$ cat config.mk
export PLATFORM = sky130hd
export DESIGN_NAME = gray_decoder_rx_flat
export DESIGN_NICKNAME = d
export VERILOG_FILES = /design/src/rtl/gray_decoder_rx_if.sv /design/src/rtl/gray_decoder_rx.sv /design/src/flat_wrapper.sv
export SDC_FILE = /design/constraint.sdc
export NUM_CORES = 1
export LEC_CHECK = 0
export CAP_MARGIN = 30
export CELL_PAD_IN_SITES_DETAIL_PLACEMENT = 1
export CELL_PAD_IN_SITES_GLOBAL_PLACEMENT = 1
export CORE_MARGIN = 1
export CORE_UTILIZATION = 43
export DETAILED_ROUTE_END_ITERATION = 8
export PLACE_DENSITY_LB_ADDON = 0.15
export SLEW_MARGIN = 20
export SYNTH_ARGS = -nofsm -noshare
export SYNTH_HDL_FRONTEND = slang
export SYNTH_SLANG_ARGS = --single-unit
$ cat constraint.sdc
create_clock -name clk -period 5.3 [get_ports clk]
set_input_delay 1.06 -clock clk [delete_from_list [all_inputs] [get_ports clk]]
set_output_delay 1.06 -clock clk [all_outputs]
set_load 0.02 [all_outputs]
$ cat src/rtl/gray_decoder_rx_if.sv
// Signal bundle between a Gray-coded counter source and its receiver.
// The master drives gray_in/gray_vld; the slave returns the decoded count and stream status.
interface gray_decoder_rx_if #(
    parameter int CBITS = 9,
    parameter int ECW   = 8
);
    logic [CBITS-1:0] gray_in;
    logic             gray_vld;
    logic [CBITS-1:0] bin_out;
    logic             bin_vld;
    logic             locked;
    logic             wrap;
    logic             step_err;
    logic [ECW-1:0]   err_cnt;
    logic [1:0]       state_dbg;

    // gray_vld is a strobe with no back-pressure: every cycle it is high,
    // the receiver samples gray_in. bin_vld pulses one cycle per sample.
    modport master (
        output gray_in, gray_vld,
        input  bin_out, bin_vld, locked, wrap, step_err, err_cnt, state_dbg
    );

    modport slave (
        input  gray_in, gray_vld,
        output bin_out, bin_vld, locked, wrap, step_err, err_cnt, state_dbg
    );
endinterface

$ cat src/rtl/gray_decoder_rx.sv
// Gray-to-binary receiver that proves the incoming count advances by +1
// before declaring lock, and flags wrap-around and step errors.
module gray_decoder_rx #(
    parameter int CBITS  = 9,
    parameter int LOCK_N = 4,
    parameter int ECW    = 8
) (
    input logic               clk,
    input logic               rst,
    gray_decoder_rx_if.slave  bus
);
    localparam int RW = $clog2(LOCK_N + 1);

    typedef enum logic [1:0] {
        SEEK = 2'd0,
        ACQ  = 2'd1,
        LOCK = 2'd2
    } state_t;

    state_t           state_q, state_nxt;
    logic [RW-1:0]    run_q, run_nxt;
    logic             have_prev_q;
    logic [CBITS-1:0] prev_bin_q;
    logic [CBITS-1:0] bin_q;
    logic             bin_vld_q;
    logic             wrap_q, wrap_nxt;
    logic             err_q, err_nxt;
    logic [ECW-1:0]   err_cnt_q;

    logic [CBITS-1:0] dec;
    logic             good, hold, bad;

    // Each binary bit is the parity of the Gray bits at and above it.
    always_comb begin
        dec = '0;
        for (int i = 0; i < CBITS; i++) begin
            dec[i] = ^(bus.gray_in >> i);
        end
    end

    always_comb begin
        good = 1'b0;
        hold = 1'b0;
        bad  = 1'b0;
        if (bus.gray_vld && have_prev_q) begin
            good = (dec == prev_bin_q + 1'b1);
            hold = (dec == prev_bin_q);
            bad  = !good && !hold;
        end
    end

    always_comb begin
        state_nxt = state_q;
        run_nxt   = run_q;
        wrap_nxt  = 1'b0;
        err_nxt   = 1'b0;
        if (bus.gray_vld) begin
            wrap_nxt = good && (prev_bin_q == '1) && (dec == '0);
            err_nxt  = bad;
            case (state_q)
                SEEK: begin
                    state_nxt = ACQ;
                    run_nxt   = '0;
                end
                ACQ: begin
                    if (good) begin
                        run_nxt = run_q + 1'b1;
                        if (run_q + 1'b1 == RW'(LOCK_N)) state_nxt = LOCK;
                    end else if (bad) begin
                        run_nxt = '0;
                    end
                end
                LOCK: begin
                    if (bad) begin
                        state_nxt = ACQ;
                        run_nxt   = '0;
                    end
                end
                default: begin
                    state_nxt = SEEK;
                    run_nxt   = '0;
                end
            endcase
        end
    end

    always_ff @(posedge clk) begin
        if (rst) begin
            state_q     <= SEEK;
            run_q       <= '0;
            have_prev_q <= 1'b0;
            prev_bin_q  <= '0;
            bin_q       <= '0;
            bin_vld_q   <= 1'b0;
            wrap_q      <= 1'b0;
            err_q       <= 1'b0;
            err_cnt_q   <= '0;
        end else begin
            state_q   <= state_nxt;
            run_q     <= run_nxt;
            bin_vld_q <= bus.gray_vld;
            wrap_q    <= wrap_nxt;
            err_q     <= err_nxt;
            if (bus.gray_vld) begin
                have_prev_q <= 1'b1;
                prev_bin_q  <= dec;
                bin_q       <= dec;
            end
            if (bad && (err_cnt_q != '1)) err_cnt_q <= err_cnt_q + 1'b1;
        end
    end

    assign bus.bin_out   = bin_q;
    assign bus.bin_vld   = bin_vld_q;
    assign bus.locked    = (state_q == LOCK);
    assign bus.wrap      = wrap_q;
    assign bus.step_err  = err_q;
    assign bus.err_cnt   = err_cnt_q;
    assign bus.state_dbg = state_q;
endmodule
$ cat src/flat_wrapper.sv
// flat-port wrapper written by rule: the top's interface ports become plain ports
module gray_decoder_rx_flat 
#(
    parameter int CBITS  = 9,
    parameter int LOCK_N = 4,
    parameter int ECW    = 8
)
  (clk, rst, bus_gray_in, bus_gray_vld, bus_bin_out, bus_bin_vld, bus_locked, bus_wrap, bus_step_err, bus_err_cnt, bus_state_dbg);
  gray_decoder_rx_if #(.CBITS(CBITS), .ECW(ECW)) bus_i ();
  input logic clk;
  input logic rst;
  input wire logic [$bits(bus_i.gray_in)-1:0] bus_gray_in;
  input wire logic [$bits(bus_i.gray_vld)-1:0] bus_gray_vld;
  output wire logic [$bits(bus_i.bin_out)-1:0] bus_bin_out;
  output wire logic [$bits(bus_i.bin_vld)-1:0] bus_bin_vld;
  output wire logic [$bits(bus_i.locked)-1:0] bus_locked;
  output wire logic [$bits(bus_i.wrap)-1:0] bus_wrap;
  output wire logic [$bits(bus_i.step_err)-1:0] bus_step_err;
  output wire logic [$bits(bus_i.err_cnt)-1:0] bus_err_cnt;
  output wire logic [$bits(bus_i.state_dbg)-1:0] bus_state_dbg;
  assign bus_i.gray_in = bus_gray_in;
  assign bus_i.gray_vld = bus_gray_vld;
  assign bus_bin_out = bus_i.bin_out;
  assign bus_bin_vld = bus_i.bin_vld;
  assign bus_locked = bus_i.locked;
  assign bus_wrap = bus_i.wrap;
  assign bus_step_err = bus_i.step_err;
  assign bus_err_cnt = bus_i.err_cnt;
  assign bus_state_dbg = bus_i.state_dbg;
  gray_decoder_rx #(.CBITS(CBITS), .LOCK_N(LOCK_N), .ECW(ECW)) u_core (.clk(clk), .rst(rst), .bus(bus_i));
endmodule
==> flow_summary.yaml <==
outcome:
  status: "finished clean"
worst_setup_path:
  endpoint_kind: "flop"
  worst-path-max-fanout: 15
  critPathKind: "in2reg"
  rr_startpoint: "u_core.prev_bin_q[0]$_SDFFE_PP0P_"
  arrival_ns: 4.45
  r2r_slack_ns: 2.28
  critPathLaunchType: "input pin"
  reg2reg_to: "u_core.bus.state_dbg[0]$_SDFFE_PP0P_"
  r2r_cells: 10
  cp.required_ns: 5.47
route:
  drt-initial-drc-count: 79
  wl_met1_um: 2269
  vias_per_cell: 5.577
  dr_wl_met3_um: 74
  wl_per_cell_um: 15.56
  routed.top_layer: "met4"
  wl_met2_um: 2294
  wirelength_um: 4668
  dr_total_vias: 1673
  drc: 0
  ant_nets: 0
  first_pass_iters: 4
cts:
  cts_made_buffers: 3
  root_buffer: "clkbuf_8"
  cts.clk_slew.worst_paths_ns: 0.09
  cts_setup_buffers: 0
  clk_latency_ns: 0.27
  cts_resized: 0
  cts_buffer_depth: 2
  cts_max_level: 1
  cts_hold_buf: 0
  cts_tree: "built"
  clock-sinks: 26
synthesis:
  syn_inst: 220
  synth-main-ff-cell: "dfxtp_1"
  ys_warn_count: 0
  synthArstFlopShare_pct: 0
  synth_enable_flop_cells: 0
  synth_nets: 241
  synth-seq-cells: 26
  syn_area_sq_mm: 0.001964
  syn_avg_cell_area_sq_um: 8.929
  synth_seq_area_share_pct: 26.50
  yosysUniqueCellTypes: 52
placed_design:
  io_buffer_count: 34
  dpl.hpwl_um: 3576
  gp_congestion: 0.7602
power_and_ir_drop:
  ir_drop_mv: 0.1153
  p_total_mw: 0.6224
  power_leakage_nw: 0.8620
  powerDensity_mw_per_mm2: 263.8
final_layout:
  diodes: 0
  seq_area_sq_um: 520.5
  multi_input_area_sq_mm: 0.001325
  n_fill_cell: 514
  area_delta_synth_final_pct: 20.13
  final_nets: 270
  post-route-util_pct: 53.82
  drive_gt1_share_pct: 6.452
floorplanning:
  fp.dieArea_sq_mm: 0.004843
  pin_count: 35
  core_sq_mm: 0.004384
  rows: 24
  die_h_um: 69.59
  start_util_pct: 44.81
  die_w_um: 69.59
global_routing:
  grt_max_degree: 19
  grt_util_all_layers_pct: 20.44
  gr-total-overflow: 0
  antenna_found_initial: 0
  grt_pass1_wl_um: 8059
  grt_pass1_vias: 1713
worst_hold_path:
  min_from: "u_core.bus.err_cnt[7]$_SDFFE_PP0P_"
  worstHoldPathCells: 2
  holdCritPathClass: "reg2reg"
  min_to: "u_core.bus.err_cnt[7]$_SDFFE_PP0P_"
timing:
  finalCritPeriodShare_pct: 80.92
  final.setup.tns_ns: 0
  fin_worst_skew_ns: 0.004889
  layout_min_cycle_time_ns: 4.289
  worst_pin_slew_ns: 0.7107
  relSlewSlack_pct: 52.47
  setup_viol: 0
  finalHoldViolCount: 0
  rsz0062_at_grt: "false"
  drv_slew: 0
  max_freq_ghz: 0.2332
run:
  cap_violations: 0
==> metrics by stage <==
step	std cells	hold slack, ns	worst slack [ns]	area [sq um]
finish	300	0.5062	1.011	2360
global route	300	0.5319	0.8984	2360
CTS	300	0.5095	1.014	2360
detailed placement	296	0.4953	0.7227	2288
global placement	296	0.4690	0.8334	2288
floorplan	220	0.4486	1.671	1964
==> routing by layer <==
layer	vias up	GRT usage, %
met4	0	5.215
met5	-	0
met2	25	35.17
met3	2	1.453
li1	847	-
met1	799	27.69
==> worst max path at each step <==
| stage | cells past startpoint | slack (ns) | startpoint | to |
|---|---|---|---|---|
| after CTS | 9 | 1.01 | bus_gray_in[8] | u_core.bus.err_cnt[5]$_SDFFE_PP0P_ |
| after global routing | 9 | 0.90 | bus_gray_in[8] | u_core.bus.err_cnt[5]$_SDFFE_PP0P_ |
| after floorplan | 10 | 1.67 | bus_gray_in[8] | u_core.bus.err_cnt[5]$_SDFFE_PP0P_ |
| after detailed placement | 9 | 0.72 | bus_gray_in[8] | u_core.bus.err_cnt[5]$_SDFFE_PP0P_ |
| after global placement | 9 | 0.83 | bus_gray_in[8] | u_core.bus.err_cnt[5]$_SDFFE_PP0P_ |
| final | 9 | 1.01 | bus_gray_in[8] | u_core.bus.err_cnt[5]$_SDFFE_PP0P_ |
==> cell type report <==
type	instances	share of cell area (%)
Multi-Input combinational cell	175	56.15
Tap cell	52	2.757
Clock inverter	1	1.273
Sequential cell	26	22.06
Timing Repair Buffer	35	14.74
Clock buffer	3	1.750
Inverter	8	1.273
==> worst max-delay path, stage by stage <==
cell             delay [ns]
clkdlybuf4s50_1        0.59
xnor2_4                0.38
xnor3_1                0.59
xnor2_2                0.27
mux2i_1                0.30
a211oi_2               0.10
a211o_4                0.43
nor4_1                 0.35
mux2_2                 0.38
==> synthesized netlist by cell type, types with 2 or more instances <==
library cell,number,area (sq um)
a211oi_1,8,60.06
a211oi_2,2,25.02
a21oi_1,14,70.07
and2_1,2,12.51
and3_1,3,18.77
and4b_1,2,20.02
buf_6,4,45.04
clkbuf_1,3,11.26
dfxtp_1,26,520.5
ha_1,9,112.6
inv_1,7,26.28
mux2i_1,7,70.07
nand2_1,14,52.55
nand2b_1,2,12.51
nand3_1,10,50.05
nand4_1,2,12.51
nor2_1,27,101.4
nor3_1,5,25.02
nor3b_1,3,22.52
nor4_1,2,12.51
o211ai_1,2,15.01
o21ai_0,4,20.02
o31ai_1,3,22.52
or3_1,3,18.77
or4_1,6,45.04
xnor2_1,17,148.9
xor2_1,7,61.31
xor3_1,2,47.55
==> kinds of logic (layout without fill, tap and decap cells) <==
group	Yosys count	in the layout	share of synthesized area (%)
buf+inv	19	47	6.051
compound gates	40	40	15.22
xor+xnor	30	30	17.84
fa+ha+maj	9	9	5.733
mux	10	10	6.051
flops	26	26	26.50
simple gates	86	86	22.61
==> state kept, by name, summed over array words and instances (netlist names) <==
register              cells
u_core.bus.err_cnt        8
u_core.bus.wrap           1
u_core.bus.step_err       1
u_core.bus.bin_vld        1
u_core.run_q              3
u_core.bus.state_dbg      2
u_core.have_prev_q        1
u_core.prev_bin_q         9
==> cells in the final DEF, fill, tap and decap left out, types with 2 or more instances in the layout <==
cell type,instances
nand2b_1,2
nor3b_1,3
xor2_1,7
o211ai_1,2
clkdlybuf4s50_1,34
or3_1,3
inv_1,7
nor2_1,27
and2_1,2
or4_1,6
nand3_1,10
clkbuf_8,3
xor3_1,2
a21oi_1,14
nand2_1,14
ha_1,9
nor4_1,2
a211oi_2,2
and3_1,3
o31ai_1,3
mux2i_1,7
o21ai_0,4
xnor2_1,17
and4b_1,2
a211oi_1,8
nand4_1,2
dfxtp_1,26
nor3_1,5
==> report_power, final <==
| group | switching, mW | internal (mW) | total (mW) |
|---|---|---|---|
| Clock | 0.0642 | 0.101 | 0.165 |
| Sequential | 0.0231 | 0.208 | 0.231 |
| Combinational | 0.118 | 0.108 | 0.226 |
| Total | 0.205 | 0.417 | 0.622 |
Note: power is estimated with default switching activity, not from simulation.
